**src/rtl/reservation_station_if.sv**
```systemverilog
// Dispatch, CDB snoop and issue bundle for the reservation station.
// The master drives dispatch/CDB/issue_ready; the slave is the station itself.
interface reservation_station_if #(
    parameter int unsigned DEPTH = 4,
    parameter int unsigned TAG_W = 5
);
    localparam int unsigned CW = $clog2(DEPTH) + 1;

    logic             flush;
    logic             in_valid;
    logic             in_ready;
    logic [82:0]      in_inst;
    logic [TAG_W-1:0] in_tag;
    logic             cdb_valid;
    logic [TAG_W-1:0] cdb_tag;
    logic [31:0]      cdb_value;
    logic             issue_valid;
    logic             issue_ready;
    logic [31:0]      issue_op1;
    logic [31:0]      issue_op2;
    logic [4:0]       issue_rd;
    logic [11:0]      issue_ctrl;
    logic [TAG_W-1:0] issue_tag;
    logic [CW-1:0]    count;

    modport master (
        output flush, in_valid, in_inst, in_tag, cdb_valid, cdb_tag, cdb_value, issue_ready,
        input  in_ready, issue_valid, issue_op1, issue_op2, issue_rd, issue_ctrl, issue_tag, count
    );

    modport slave (
        input  flush, in_valid, in_inst, in_tag, cdb_valid, cdb_tag, cdb_value, issue_ready,
        output in_ready, issue_valid, issue_op1, issue_op2, issue_rd, issue_ctrl, issue_tag, count
    );
endinterface

```
**src/rtl/reservation_station.sv**
```systemverilog
// DEPTH-entry reservation station: buffers dispatched ops, snoops the CDB, issues oldest ready.
// Optional macro RS_DISPATCH_BYPASS_EN: capture a same-cycle CDB result at dispatch instead of stalling.
module reservation_station #(
    parameter int unsigned DEPTH = 4,
    parameter int unsigned TAG_W = 5
) (
    input logic                   clk,
    input logic                   rst_n,
    reservation_station_if.slave  bus
);
    localparam int unsigned AW = $clog2(DEPTH);
    localparam int unsigned CW = AW + 1;
    localparam logic [AW-1:0] AGE_MAX = AW'(DEPTH - 1);

    typedef struct packed {
        logic             busy;
        logic             v1;
        logic [31:0]      val1;
        logic             v2;
        logic [31:0]      val2;
        logic [4:0]       rd;
        logic [11:0]      ctrl;
        logic [TAG_W-1:0] tag;
        logic [AW-1:0]    age;
    } entry_t;

    entry_t        ent [DEPTH];
    logic [CW-1:0] count_q;

    entry_t        new_ent;
    logic [AW-1:0] alloc_idx;
    logic [AW-1:0] sel_idx;
    logic [AW-1:0] sel_age;
    logic          sel_valid;
    logic          space_avail;
    logic          disp_fire;
    logic          issue_fire;

    assign space_avail = (count_q < CW'(DEPTH));
`ifdef RS_DISPATCH_BYPASS_EN
    assign bus.in_ready = space_avail;
`else
    // Without the bypass a broadcast could slip past the entry being written, so stall.
    assign bus.in_ready = space_avail && !bus.cdb_valid;
`endif
    assign disp_fire  = bus.in_valid && bus.in_ready;
    assign issue_fire = sel_valid && bus.issue_ready;

    // Decode incoming instruction into a fresh entry
    always_comb begin
        new_ent      = '0;
        new_ent.busy = 1'b1;
        new_ent.val2 = bus.in_inst[82:51];
        new_ent.v2   = bus.in_inst[50];
        new_ent.val1 = bus.in_inst[49:18];
        new_ent.v1   = bus.in_inst[17];
        new_ent.rd   = bus.in_inst[16:12];
        new_ent.ctrl = bus.in_inst[11:0];
        new_ent.tag  = bus.in_tag;
        new_ent.age  = '0;
`ifdef RS_DISPATCH_BYPASS_EN
        if (bus.cdb_valid && !new_ent.v1 && (new_ent.val1[TAG_W-1:0] == bus.cdb_tag)) begin
            new_ent.val1 = bus.cdb_value;
            new_ent.v1   = 1'b1;
        end
        if (bus.cdb_valid && !new_ent.v2 && (new_ent.val2[TAG_W-1:0] == bus.cdb_tag)) begin
            new_ent.val2 = bus.cdb_value;
            new_ent.v2   = 1'b1;
        end
`endif
    end

    // Lowest free slot for allocation
    always_comb begin
        alloc_idx = '0;
        for (int i = DEPTH - 1; i >= 0; i--) begin
            if (!ent[i].busy) alloc_idx = AW'(i);
        end
    end

    // Oldest ready entry; ties (only possible after age saturation) go to the lowest index
    always_comb begin
        sel_valid = 1'b0;
        sel_idx   = '0;
        sel_age   = '0;
        for (int i = 0; i < DEPTH; i++) begin
            if (ent[i].busy && ent[i].v1 && ent[i].v2 && (!sel_valid || (ent[i].age > sel_age))) begin
                sel_valid = 1'b1;
                sel_idx   = AW'(i);
                sel_age   = ent[i].age;
            end
        end
    end

    assign bus.issue_valid = sel_valid;
    assign bus.issue_op1   = sel_valid ? ent[sel_idx].val1 : '0;
    assign bus.issue_op2   = sel_valid ? ent[sel_idx].val2 : '0;
    assign bus.issue_rd    = sel_valid ? ent[sel_idx].rd   : '0;
    assign bus.issue_ctrl  = sel_valid ? ent[sel_idx].ctrl : '0;
    assign bus.issue_tag   = sel_valid ? ent[sel_idx].tag  : '0;
    assign bus.count       = count_q;

    // Entry state: wakeup, aging, issue release and allocation
    always_ff @(posedge clk or negedge rst_n) begin
        if (!rst_n) begin
            for (int i = 0; i < DEPTH; i++) ent[i] <= '0;
            count_q <= '0;
        end else if (bus.flush) begin
            for (int i = 0; i < DEPTH; i++) ent[i].busy <= 1'b0;
            count_q <= '0;
        end else begin
            for (int i = 0; i < DEPTH; i++) begin
                if (ent[i].busy) begin
                    if (bus.cdb_valid && !ent[i].v1 && (ent[i].val1[TAG_W-1:0] == bus.cdb_tag)) begin
                        ent[i].val1 <= bus.cdb_value;
                        ent[i].v1   <= 1'b1;
                    end
                    if (bus.cdb_valid && !ent[i].v2 && (ent[i].val2[TAG_W-1:0] == bus.cdb_tag)) begin
                        ent[i].val2 <= bus.cdb_value;
                        ent[i].v2   <= 1'b1;
                    end
                    if (disp_fire && (ent[i].age != AGE_MAX)) ent[i].age <= ent[i].age + AW'(1);
                end
                if (issue_fire && (sel_idx == AW'(i))) ent[i].busy <= 1'b0;
                if (disp_fire && (alloc_idx == AW'(i))) ent[i] <= new_ent;
            end
            count_q <= count_q + CW'(disp_fire) - CW'(issue_fire);
        end
    end
endmodule
```
**src/flat_wrapper.sv**
```systemverilog
// flat-port wrapper written by rule: the top's interface ports become plain ports
module reservation_station_flat 
#(
    parameter int unsigned DEPTH = 4,
    parameter int unsigned TAG_W = 5
)
  (clk, rst_n, bus_flush, bus_in_valid, bus_in_inst, bus_in_tag, bus_cdb_valid, bus_cdb_tag, bus_cdb_value, bus_issue_ready, bus_in_ready, bus_issue_valid, bus_issue_op1, bus_issue_op2, bus_issue_rd, bus_issue_ctrl, bus_issue_tag, bus_count);
  reservation_station_if #(.DEPTH(DEPTH), .TAG_W(TAG_W)) bus_i ();
  input logic clk;
  input logic rst_n;
  input wire logic [$bits(bus_i.flush)-1:0] bus_flush;
  input wire logic [$bits(bus_i.in_valid)-1:0] bus_in_valid;
  input wire logic [$bits(bus_i.in_inst)-1:0] bus_in_inst;
  input wire logic [$bits(bus_i.in_tag)-1:0] bus_in_tag;
  input wire logic [$bits(bus_i.cdb_valid)-1:0] bus_cdb_valid;
  input wire logic [$bits(bus_i.cdb_tag)-1:0] bus_cdb_tag;
  input wire logic [$bits(bus_i.cdb_value)-1:0] bus_cdb_value;
  input wire logic [$bits(bus_i.issue_ready)-1:0] bus_issue_ready;
  output wire logic [$bits(bus_i.in_ready)-1:0] bus_in_ready;
  output wire logic [$bits(bus_i.issue_valid)-1:0] bus_issue_valid;
  output wire logic [$bits(bus_i.issue_op1)-1:0] bus_issue_op1;
  output wire logic [$bits(bus_i.issue_op2)-1:0] bus_issue_op2;
  output wire logic [$bits(bus_i.issue_rd)-1:0] bus_issue_rd;
  output wire logic [$bits(bus_i.issue_ctrl)-1:0] bus_issue_ctrl;
  output wire logic [$bits(bus_i.issue_tag)-1:0] bus_issue_tag;
  output wire logic [$bits(bus_i.count)-1:0] bus_count;
  assign bus_i.flush = bus_flush;
  assign bus_i.in_valid = bus_in_valid;
  assign bus_i.in_inst = bus_in_inst;
  assign bus_i.in_tag = bus_in_tag;
  assign bus_i.cdb_valid = bus_cdb_valid;
  assign bus_i.cdb_tag = bus_cdb_tag;
  assign bus_i.cdb_value = bus_cdb_value;
  assign bus_i.issue_ready = bus_issue_ready;
  assign bus_in_ready = bus_i.in_ready;
  assign bus_issue_valid = bus_i.issue_valid;
  assign bus_issue_op1 = bus_i.issue_op1;
  assign bus_issue_op2 = bus_i.issue_op2;
  assign bus_issue_rd = bus_i.issue_rd;
  assign bus_issue_ctrl = bus_i.issue_ctrl;
  assign bus_issue_tag = bus_i.issue_tag;
  assign bus_count = bus_i.count;
  reservation_station #(.DEPTH(DEPTH), .TAG_W(TAG_W)) u_core (.clk(clk), .rst_n(rst_n), .bus(bus_i));
endmodule
```
**config.mk**
```make
export PLATFORM = sky130hd
export DESIGN_NAME = reservation_station_flat
export DESIGN_NICKNAME = d
export VERILOG_FILES = /design/src/rtl/reservation_station_if.sv /design/src/rtl/reservation_station.sv /design/src/flat_wrapper.sv
export SDC_FILE = /design/constraint.sdc
export NUM_CORES = 1
export LEC_CHECK = 0
export BUFFER_PORTS_ARGS = -buffer_cell sky130_fd_sc_hd__buf_2
export CAP_MARGIN = 20
export CORE_UTILIZATION = 45
export CTS_CLUSTER_SIZE = 30
export DETAILED_ROUTE_END_ITERATION = 7
export GPL_ROUTABILITY_DRIVEN = 0
export PLACE_DENSITY = 0.6
export SLEW_MARGIN = 20
export SYNTH_ARGS = -nofsm -noshare
export SYNTH_HDL_FRONTEND = slang
export SYNTH_SLANG_ARGS = --single-unit
```
**constraint.sdc**
```tcl
create_clock -name clk -period 7.2 [get_ports clk]
set_input_delay 1.08 -clock clk [delete_from_list [all_inputs] [get_ports clk]]
set_output_delay 1.08 -clock clk [all_outputs]
set_load 0.01 [all_outputs]
```
==> results of run 1 <==
## synthesized netlist by cell type, types with 3 or more instances
cell type / instances / area (sq um)
sky130_fd_sc_hd__buf_2: 86 / 430
sky130_fd_sc_hd__nor2b_1: 8 / 50.1
sky130_fd_sc_hd__a21oi_1: 207 / 1040
sky130_fd_sc_hd__a221oi_1: 76 / 666
sky130_fd_sc_hd__xnor2_1: 24 / 210
sky130_fd_sc_hd__a41oi_1: 3 / 26.3
sky130_fd_sc_hd__a22o_1: 13 / 114
sky130_fd_sc_hd__buf_1: 10 / 37.5
sky130_fd_sc_hd__nand3_1: 7 / 35.0
sky130_fd_sc_hd__mux2_2: 69 / 777
sky130_fd_sc_hd__nor4_1: 6 / 37.5
sky130_fd_sc_hd__mux2i_1: 257 / 2570
sky130_fd_sc_hd__o21ai_0: 136 / 681
sky130_fd_sc_hd__a221o_1: 10 / 100
sky130_fd_sc_hd__a21oi_2: 8 / 70.1
sky130_fd_sc_hd__ha_1: 12 / 150
sky130_fd_sc_hd__nand2_1: 212 / 796
sky130_fd_sc_hd__xor2_1: 18 / 158
sky130_fd_sc_hd__nor2_1: 139 / 522
sky130_fd_sc_hd__dfrtp_1: 367 / 9180
sky130_fd_sc_hd__buf_4: 6 / 45.0
sky130_fd_sc_hd__o2bb2ai_1: 77 / 674
sky130_fd_sc_hd__a21o_1: 10 / 75.1
sky130_fd_sc_hd__clkbuf_1: 92 / 345
sky130_fd_sc_hd__inv_1: 20 / 75.1
sky130_fd_sc_hd__and3_1: 4 / 25.0
## layout make-up
cell class                 instances  area share
inverter                          20     0.00339
multi-input combinational       1340       0.422
clock buffer                      71      0.0588
antenna                            4    0.000452
sequential                       367       0.415
timing repair buffer             256      0.0658
tap                              539      0.0305
clock inverter                     7     0.00424
## state kept, by name, summed over array words and instances, names as in the netlist
signal / flops
u_core.ent: 364
u_core.bus.count: 3
## cells by family after synthesis
kind of cell,Yosys count,synth area share
muxes,326,0.174
AOI/OAI and AO/OA,564,0.189
and+or+nand+nor,395,0.0848
xor gates and xnor gates,42,0.0191
DFF,367,0.476
buffers and inverters,214,0.0484
adders and majority gates,13,0.00882
## tightest hold or removal path, stage by stage (launching register included)
cell and delay [ns]:
sky130_fd_sc_hd__dfrtp_1 0.34, sky130_fd_sc_hd__nand2_1 0.05, sky130_fd_sc_hd__nand2_1 0.05
## power by group through the flow
stage	Clock, mW	Sequential [mW]	Combinational (mW)
2_1_floorplan	0	2.88	1.04
6_report	2.17	2.97	1.47
3_3_place_gp	0	2.98	1.43
4_1_cts	2.23	2.97	1.48
3_5_place_dp	0	3.00	1.47
5_1_grt	2.29	3.03	1.66
## routing by layer
metal,GRT usage,up-vias,wire (um)
li1,-,7135,-
met1,0.378,7767,26100
met2,0.441,510,28000
met3,0.0463,77,3720
met4,0.0756,8,1110
met5,0,-,50
## worst max path at each step
stage	startpoint	to	slack, ns	depth (start not counted)
after floorplan	u_core.ent[363]	bus_issue_op1[10]	1.24	24
after global placement	u_core.ent[363]	bus_issue_op1[12]	0.97	20
after detailed placement	u_core.ent[363]	bus_issue_op1[10]	0.87	20
after CTS	u_core.ent[363]	bus_issue_op1[10]	0.24	20
after global routing	u_core.ent[363]	bus_issue_op1[10]	0.02	20
final	u_core.ent[363]	bus_issue_op1[12]	0.42	20
## per-stage QoR
stage | area (sq um) | power [mW]
after floorplan | 19300 | 3.93
after global placement | 20700 | 4.41
after detailed placement | 20700 | 4.47
after CTS | 22100 | 6.67
after global routing | 22100 | 6.99
final | 22100 | 6.61
## timing repair
item	CTS	global route
gates resized for setup	0	2
hold buffers	0	0
setup endpoints to repair	0	84
==> implementation parameters, run 1 <==
Parameter                              Value

Job
  # Max-Cap Violations    0

Yosys
  Number of enable-type register cells in the synthesized netlist    0
  Number of synthesis warnings    0
  Main synth FF type    sky130_fd_sc_hd__dfrtp_1
  Gate Count Post-Synth    1921
  Share of the yosys chip area belonging to registers    0.476
  Count of unique library cells instantiated by Yosys    62
  Per-instance average area after synthesis    10.0 sq um
  Flop and latch count out of synthesis    367
  Net Count, Synth    2065
  Netlist Area Pre-Place    19300 sq um
  Fraction of registers with async set/reset    1.00

Critical path
  Crit Path Max Fanout    42
  Worst r2r dst    u_core.ent[272]
  Cell with the biggest individual delay on the critical path    sky130_fd_sc_hd__dfrtp_2
  CP Launch Type    register
  Worst Reg-to-Reg Cells    19
  List of cells traversed by the critical path    and3_1, nand2_1, ha_1, nor2b_1, o21ai_0, a21oi_1, a2bb2oi_1, ha_1, nor2b_1, a2bb2oi_2, o21a_4, mux2_2, ha_1, nor2b_1, o211ai_1, o31ai_4, buf_12, a221oi_1, o2bb2ai_1, buf_2
  Top cell family by delay on the critical path    compound AO/OA/AOI/OAI gates
  Flop-to-flop setup slack    2.40 ns
  Type of destination of the critical path    output pin
  Count of buffer and inverter cells on the critical path    2
  Crit path arrival time    5.70 ns
  Peak per-stage delay on the critical path    0.47 ns
  Data required, critical path    6.12 ns
  Category of the most critical setup path    register to output pin
  Startpoint of the worst register-to-register path    u_core.ent[363]

Drt
  Remaining antenna violation count    0
  First DRT Iteration DRCs    1087
  Via/cell ratio    5.95
  First-pass iteration count of the detailed router    5
  Post-detailed-route DRC marker count    0
  Final WL    59000 um
  Vias post-DR    15500
  Routed length per placed instance    22.7 um

Timing
  Final-layout setup total negative slack    0 ns
  Setup repair after global routing missed its margin    no
  Hold Violations, Final    0
  Final worst hold slack    0.474 ns
  Achievable Freq    0.147 GHz
  Worst setup margin    0.416 ns
  Final clock period utilization by the worst path    0.942
  Layout Skew    0.0114 ns
  Minimum clock period    6.78 ns
  Pin slew with the least headroom to its limit    1.04 ns
  Tightest slew margin relative to the limit    0.303
  Finish-stage setup viols    0
  Final Max Tran Viols    0

Pwr
  Net switching power    2.06 mW
  Combinational share of power    0.222
  Clock share of power    0.329
  Internal power    4.56 mW
  Share of total power in sequential cells    0.449
  Net Sw Frac    0.311
  Standby leakage power    10.2 nW
  Power per cell area    299 nW/um^2
  Worst IR Drop VDD    0.000197 V

Placed design
  Buffers on Ports    221
  Detailed Place HPWL    35900 um
  Post-placement setup slack    0.865 ns
  Cell count after placement    2522

Hold path
  Worst Hold Path Cells    2
  Hold/Removal Path Class    register to register
  Hold Crit Start    u_core.ent[281]
  Worst Hold Endpoint    u_core.ent[281]

CTS
  Clock tree sinks    367
  Clock tree from TritonCTS    done
  Total setup buffers inserted after CTS    0
  H-Tree Level Count    2
  Clock transition at the registers of the reported paths    0.05 ns
  Number of buffers between clock root and the deepest sink    3
  Root buffer selected by CTS    sky130_fd_sc_hd__clkbuf_16
  Worst skew pair latency    0.58 ns
  Number of buffers inserted during clock tree synthesis    44

Global routing
  Overall track demand over capacity in global routing    0.273
  Via count of the first global-routing pass    15600
  Pin count of the biggest net entering global routing    157
  Remaining global-route overflow    0
  Number of antenna violations at the first check in global routing    7
  Wire length of the first global-routing pass    92500 um

Floorplanning
  Die Footprint    43700 sq um
  Die Y-Extent    209 um
  Area of the placeable core    42100 sq um
  I/O pin count    222
  Effective utilization at floorplan    0.458
  Placement row count    75
  Chip width    209 um

Run status
  Result of the run    completed

Finish
  Most common library cell in the layout ignoring fill and taps    sky130_fd_sc_hd__dfrtp_1
  Post-layout util    0.526
  Leading cell types in the layout, fill and taps excluded    sky130_fd_sc_hd__dfrtp_1 (366), sky130_fd_sc_hd__mux2i_1 (257), sky130_fd_sc_hd__buf_2 (220)
  Nets@finish    2173
  Register Area    9190 sq um
  Area growth syn-to-layout    14.8%
  Proportion of layout cells with a drive suffix above 1    0.203
  Area used by multi-input combinational logic    9340 sq um
  Final Non-Filler Cells    2604
  Filler cells    3844
(Power assumes the default switching activity.)
==> inputs of run 2 (changes only) <==
Settings changed: SETUP_SLACK_MARGIN set to 0.15.
Clock period 7.2 ns to 6.4 ns, I/O delays scaled along.
==> implementation parameters, run 2 (synthesized netlist as in run 1, its figures left out) <==
Parameter                              Value

Global routing
  Wire length of the first global-routing pass    93400 um (+0.98%)
  Remaining global-route overflow    0 (unchanged)
  Overall track demand over capacity in global routing    0.275 (+0.00234)
  Pin count of the biggest net entering global routing    167 (+6.4%)
  Via count of the first global-routing pass    15700 (+0.92%)
  Number of antenna violations at the first check in global routing    9 (+2)

Timing
  Final worst hold slack    0.306 ns (-0.168 ns)
  Finish-stage setup viols    0 (unchanged)
  Achievable Freq    0.163 GHz
  Final Max Tran Viols    0 (unchanged)
  Final clock period utilization by the worst path    0.960
  Final-layout setup total negative slack    0 ns (unchanged)
  Minimum clock period    6.14 ns
  Tightest slew margin relative to the limit    0.228 (-0.0759)
  Setup repair after global routing missed its margin    no
  Layout Skew    0.0245 ns (+0.0131 ns)
  Pin slew with the least headroom to its limit    1.16 ns (+0.116 ns)
  Hold Violations, Final    0 (unchanged)

Pwr
  Worst IR Drop VDD    0.000265 V (+35%)
  Net Sw Frac    0.311 (-0.000371)
  Net switching power    2.33 mW (+13%)
  Internal power    5.16 mW (+13%)
  Combinational share of power    0.230 (+0.008)
  Power per cell area    334 nW/um^2 (+12%)
  Clock share of power    0.323 (-0.006)
  Share of total power in sequential cells    0.447 (-0.002)
  Standby leakage power    10.3 nW (+1.6%)

Drt
  Remaining antenna violation count    0 (unchanged)
  Vias post-DR    15600 (+0.42%)
  First-pass iteration count of the detailed router    5 (unchanged)
  Final WL    59900 um (+1.5%)
  Met1 wire length    26900 um (+2.8%)
  Met3 WL    3660 um (-1.8%)
  Routed length per placed instance    22.9 um (+1.0%)
  First DRT Iteration DRCs    1274 (+17%)
  Top sig layer    met5
  Via/cell ratio    5.95 (about the same)
  Post-detailed-route DRC marker count    0 (unchanged)
  Met2 Routed Length    28200 um (+0.67%)

CTS
  Clock tree from TritonCTS    done
  Number of buffers between clock root and the deepest sink    3 (unchanged)
  H-Tree Level Count    2 (unchanged)
  Number of buffers inserted during clock tree synthesis    43 (-2.3%)
  Worst skew pair latency    0.58 ns (about the same)
  Cts-stage hold buffer count    0 (unchanged)
  Root buffer selected by CTS    sky130_fd_sc_hd__clkbuf_16
  Clock transition at the registers of the reported paths    0.06 ns (about the same)
  Clock tree sinks    367 (unchanged)

Floorplanning
  Area of the placeable core    42100 sq um (unchanged)
  Effective utilization at floorplan    0.458 (unchanged)
  Die Y-Extent    209 um (unchanged)
  Die Footprint    43700 sq um (unchanged)
  Chip width    209 um (unchanged)
  I/O pin count    222 (unchanged)
  Placement row count    75 (unchanged)

Placed design
  Cell count after placement    2525 (+0.12%)
  Detailed Place HPWL    35900 um (-0.22%)
  Buffers on Ports    221 (unchanged)

Critical path
  Peak per-stage delay on the critical path    0.37 ns (-0.10 ns)
  Top cell family by delay on the critical path    compound AO/OA/AOI/OAI gates
  CP Launch Type    register
  Count of buffer and inverter cells on the critical path    4 (+2)
  Crit Path Max Fanout    20 (-52%)
  Type of destination of the critical path    output pin
  Crit path arrival time    5.18 ns (-0.52 ns)
  List of cells traversed by the critical path    and3_4, nand2_2, ha_1, nor2b_2, o211a_1, a2bb2oi_2, ha_1, nor2b_2, a2bb2oi_2, o21a_4, mux2_2, ha_1, nor2b_2, o211ai_1, buf_4, a21boi_4, buf_12, bufbuf_16, a21o_1, a22o_1, buf_2
  Data required, critical path    5.44 ns (-0.68 ns)
  Cell with the biggest individual delay on the critical path    sky130_fd_sc_hd__dfrtp_1
  Category of the most critical setup path    register to output pin

Run status
  Result of the run    completed

Finish
  Nets@finish    2194 (+0.97%)
  Area used by multi-input combinational logic    9380 sq um (+0.38%)
  Final Non-Filler Cells    2615 (+0.42%)
  Largest register FFs    364 (unchanged)
  Leading cell types in the layout, fill and taps excluded    sky130_fd_sc_hd__dfrtp_1 (367), sky130_fd_sc_hd__mux2i_1 (257), sky130_fd_sc_hd__buf_2 (220)
  Top reg by flops    u_core.ent
  Proportion of layout cells with a drive suffix above 1    0.217 (+0.0137)
  Register Area    9180 sq um (about the same)
  Most common library cell in the layout ignoring fill and taps    sky130_fd_sc_hd__dfrtp_1
  Filler cells    3827 (-0.44%)
  Area growth syn-to-layout    16.4%

Job
  # Max-Cap Violations    0 (unchanged)

Hold path
  Hold/Removal Path Class    primary input to asynchronous set/reset pin
-- run 2: changes by cell type in the layout (fill, tap and decap cells not counted), moves of 2 or more --
cell | previous run | this run
sky130_fd_sc_hd__clkinv_2 | 2 | 4
sky130_fd_sc_hd__clkbuf_8 | 10 | 8
sky130_fd_sc_hd__nor2b_2 | 0 | 3
sky130_fd_sc_hd__diode_2 | 4 | 2
sky130_fd_sc_hd__bufbuf_16 | 0 | 2
sky130_fd_sc_hd__buf_4 | 28 | 40
sky130_fd_sc_hd__buf_12 | 6 | 10
sky130_fd_sc_hd__clkbuf_1 | 17 | 7
sky130_fd_sc_hd__nor2b_1 | 8 | 5
-- run 2: layout make-up --
cell class,instances,area share
Sequential cell,367,0.409
Timing Repair Buffer,278,0.0789
Clock buffer,59,0.0551
Inverter,20,0.00334
Clock inverter,10,0.00541
Multi-Input combinational cell,1340,0.418
Antenna cell,2,0.000223
Tap cell,539,0.0300
-- run 2: final timing paths --
path	start	to	slack [ns]	depth (start not counted)
max	u_core.ent[362]	bus_issue_op1[3]	0.26	21
min	rst_n	u_core.bus.count[2]	0.31	1
max reg2reg	u_core.ent[362]	u_core.ent[272]	1.92	19
min reg2reg	u_core.ent[284]	u_core.ent[284]	0.48	2
max in group asynchronous	rst_n	u_core.ent[345]	4.77	2
min in group clk	u_core.ent[284]	u_core.ent[284]	0.48	2
-- run 2: repair_timing --
| action | CTS | global route |
|---|---|---|
| buffers inserted | 10 | 5 |
| cloned | 2 | 1 |
| resized for setup | 4 | 11 |
| pin swaps | 4 | 4 |
| setup endpoints to repair | 86 | 86 |
-- run 2: per-layer routing --
metal  track usage  vias to the layer above
met5             0                        -
met4        0.0702                       14
met3        0.0526                       95
met2         0.450                      509
met1         0.375                     7805
li1              -                     7139
-- run 2: stage by stage --
step	power, mW	instance area [sq um]	setup slack, ns	util
detailed placement	5.04	20800	0.277	0.494
CTS	7.51	22300	0.167	0.530
floorplan	4.42	19300	0.559	-
global placement	4.97	20800	0.450	0.494
finish	7.49	22400	0.256	0.533
global route	7.91	22400	0.112	0.533
-- run 2: power by group through the flow --
stage	Combinational [mW]	Clock [mW]	Sequential, mW
2_1_floorplan	1.17	0	3.24
3_3_place_gp	1.61	0	3.36
3_5_place_dp	1.67	0	3.37
4_1_cts	1.71	2.47	3.34
5_1_grt	1.94	2.55	3.42
6_report	1.72	2.42	3.35
==> inputs of run 3 (changes only) <==
Settings changed: BUFFER_PORTS_ARGS -buffer_cell sky130_fd_sc_hd__buf_2 to -buffer_cell sky130_fd_sc_hd__buf_4, CTS_CLUSTER_DIAMETER set to 60.
Clock period 6.4 ns to 5.8 ns, I/O delays scaled along.
==> implementation parameters, run 3 (synthesized netlist as in run 1, its figures left out) <==
Parameter                              Value

Run status
  Result of the run    completed

Finish
  Nets@finish    2209 (+0.68%)
  Leading cell types in the layout, fill and taps excluded    sky130_fd_sc_hd__dfrtp_1 (367), sky130_fd_sc_hd__mux2i_1 (257), sky130_fd_sc_hd__buf_4 (250)
  Top reg by flops    u_core.ent
  Proportion of layout cells with a drive suffix above 1    0.264 (+0.0468)
  Number of antenna cells inserted    0 (-2)
  Area growth syn-to-layout    24.9%
  Most common library cell in the layout ignoring fill and taps    sky130_fd_sc_hd__dfrtp_1
  Post-layout util    0.572 (+0.0388)
  Largest register FFs    364 (unchanged)

Floorplanning
  I/O pin count    222 (unchanged)
  Die Y-Extent    209 um (unchanged)
  Chip width    209 um (unchanged)
  Area of the placeable core    42100 sq um (unchanged)
  Effective utilization at floorplan    0.458 (unchanged)
  Placement row count    75 (unchanged)
  Die Footprint    43700 sq um (unchanged)

Timing
  Final Max Tran Viols    0 (unchanged)
  Pin slew with the least headroom to its limit    1.09 ns (-0.0670 ns)
  Tightest slew margin relative to the limit    0.270 (+0.0429)
  Achievable Freq    0.174 GHz
  Final clock period utilization by the worst path    0.990
  Minimum clock period    5.74 ns
  Worst setup margin    0.0563 ns (-0.200 ns)
  Hold Violations, Final    0 (unchanged)
  Finish-stage setup viols    0 (unchanged)
  Layout Skew    0.0373 ns (+0.0128 ns)
  Setup repair after global routing missed its margin    yes
  Final-layout setup total negative slack    0 ns (unchanged)

CTS
  Clock transition at the registers of the reported paths    0.06 ns (about the same)
  Worst skew pair latency    0.57 ns (about the same)
  Cts-stage hold buffer count    0 (unchanged)
  Clock tree sinks    367 (unchanged)
  Clock tree from TritonCTS    done
  Number of buffers between clock root and the deepest sink    3 (unchanged)
  Number of buffers inserted during clock tree synthesis    38 (-12%)
  H-Tree Level Count    2 (unchanged)
  Root buffer selected by CTS    sky130_fd_sc_hd__clkbuf_16

Critical path
  Flop-to-flop setup slack    1.49 ns (-0.43 ns)
  Critical Path Most Common Cell    sky130_fd_sc_hd__nor2b_4
  Worst Reg-to-Reg Cells    20 (+1)
  Crit path arrival time    4.87 ns (-0.31 ns)
  Type of destination of the critical path    output pin
  CP Launch Type    register
  Category of the most critical setup path    register to output pin
  Peak per-stage delay on the critical path    0.36 ns (about the same)
  Data required, critical path    4.93 ns (-0.51 ns)
  Worst r2r dst    u_core.ent[272]
  Startpoint of the worst register-to-register path    u_core.ent[329]
  List of cells traversed by the critical path    and3_4, nand2_4, ha_4, nor2b_4, o211a_1, a2bb2oi_2, ha_1, nor2b_4, a2bb2oi_2, o21a_4, mux2_4, ha_4, nor2b_4, o211ai_1, buf_4, a21boi_4, buf_12, buf_12, buf_16, a21o_1, a22o_4, buf_6
  Setup crit start    u_core.ent[329]
  Cell with the biggest individual delay on the critical path    sky130_fd_sc_hd__dfrtp_1
  Crit Path Max Fanout    8 (-60%)

Pwr
  Net switching power    2.80 mW (+20%)
  Share of total power in sequential cells    0.435 (-0.012)
  Worst IR Drop VDD    0.000187 V (-30%)
  Power per cell area    358 nW/um^2 (+7.4%)
  Clock share of power    0.309 (-0.014)
  Standby leakage power    10.8 nW (+4.8%)
  Internal power    5.82 mW (+13%)
  Net Sw Frac    0.325 (+0.0142)
  Combinational share of power    0.256 (+0.026)

Drt
  First-pass iteration count of the detailed router    6 (+1)
  Routed length per placed instance    23.9 um (+4.4%)
  Vias post-DR    15700 (+0.91%)
  Final WL    62900 um (+5.0%)
  Via/cell ratio    5.97 (+0.25%)
  First DRT Iteration DRCs    1280 (+0.47%)
  Remaining antenna violation count    0 (unchanged)
  Post-detailed-route DRC marker count    0 (unchanged)

Global routing
  Number of antenna violations at the first check in global routing    0 (-9)
  Via count of the first global-routing pass    15500 (-1.4%)
  Remaining global-route overflow    0 (unchanged)
  Overall track demand over capacity in global routing    0.278 (+0.00303)
  Wire length of the first global-routing pass    93900 um (+0.52%)
  Pin count of the biggest net entering global routing    178 (+6.6%)

Job
  # Max-Cap Violations    0 (unchanged)

Placed design
  Buffers on Ports    221 (unchanged)
  Detailed Place HPWL    35800 um (-0.16%)
  Post-placement setup slack    0.110 ns (-0.167 ns)

Hold path
  Hold/Removal Path Class    primary input to asynchronous set/reset pin
-- run 3: stage by stage --
stage / power [mW] / instances / cell area, sq um / hold slack, ns
5_1_grt: 9.07 / 2632 / 24100 / 0.321
4_1_cts: 8.49 / 2610 / 23300 / 0.288
3_5_place_dp: 5.68 / 2528 / 21500 / 0.463
6_report: 8.63 / 2632 / 24100 / 0.264
3_3_place_gp: 5.60 / 2528 / 21500 / 0.458
2_1_floorplan: 4.88 / 1921 / 19300 / 0.447
-- run 3: worst max-delay path: cells and delay by family (launching register included) --
| family | cells | cell delay, ns |
|---|---|---|
| compound gates | 8 | 1.40 |
| buf+inv | 5 | 0.72 |
| simple gates | 5 | 0.70 |
| mux | 1 | 0.31 |
| fa+ha+maj | 3 | 0.80 |
| flops | 1 | 0.36 |
-- run 3: worst max-delay path by stage --
stage	endpoint	slack [ns]	depth (start not counted)
2_1_floorplan	bus_issue_op1[10]	0.21	24
3_3_place_gp	bus_issue_op1[5]	0.23	20
3_5_place_dp	bus_issue_op1[15]	0.11	20
4_1_cts	bus_issue_op1[15]	0.06	22
5_1_grt	bus_issue_op1[15]	-0.02	22
6_report	bus_issue_op2[3]	0.06	22
-- run 3: power by group through the flow --
stage	combinational, mW	clock (mW)	sequential, mW
6_report	2.21	2.67	3.75
5_1_grt	2.43	2.82	3.82
4_1_cts	2.08	2.72	3.69
3_5_place_dp	1.96	0	3.72
3_3_place_gp	1.91	0	3.69
2_1_floorplan	1.30	0	3.58
-- run 3: cell type report --
cell class	instances	area (sq um)
sequential	367	9180
clock inverter	26	314
timing repair buffer	298	2830
fill	3614	18100
multi-input combinational	1340	9980
clock buffer	42	1020
tap	539	674
inverter	20	75.1
-- run 3: routing by layer --
layer	up-vias	routed length, um	GRT usage
met5	-	0	0
met4	0	1100	0.0761
met2	498	29800	0.455
met3	81	3370	0.0395
li1	7191	-	-
met1	7933	28600	0.386
-- run 3: repair_timing --
item                                    4_1_cts  5_1_grt
buffers inserted                              9       12
endpoints found under the setup margin       86       86
resized for setup                            52       70
pin swaps                                    15       21
cloned                                        5        9
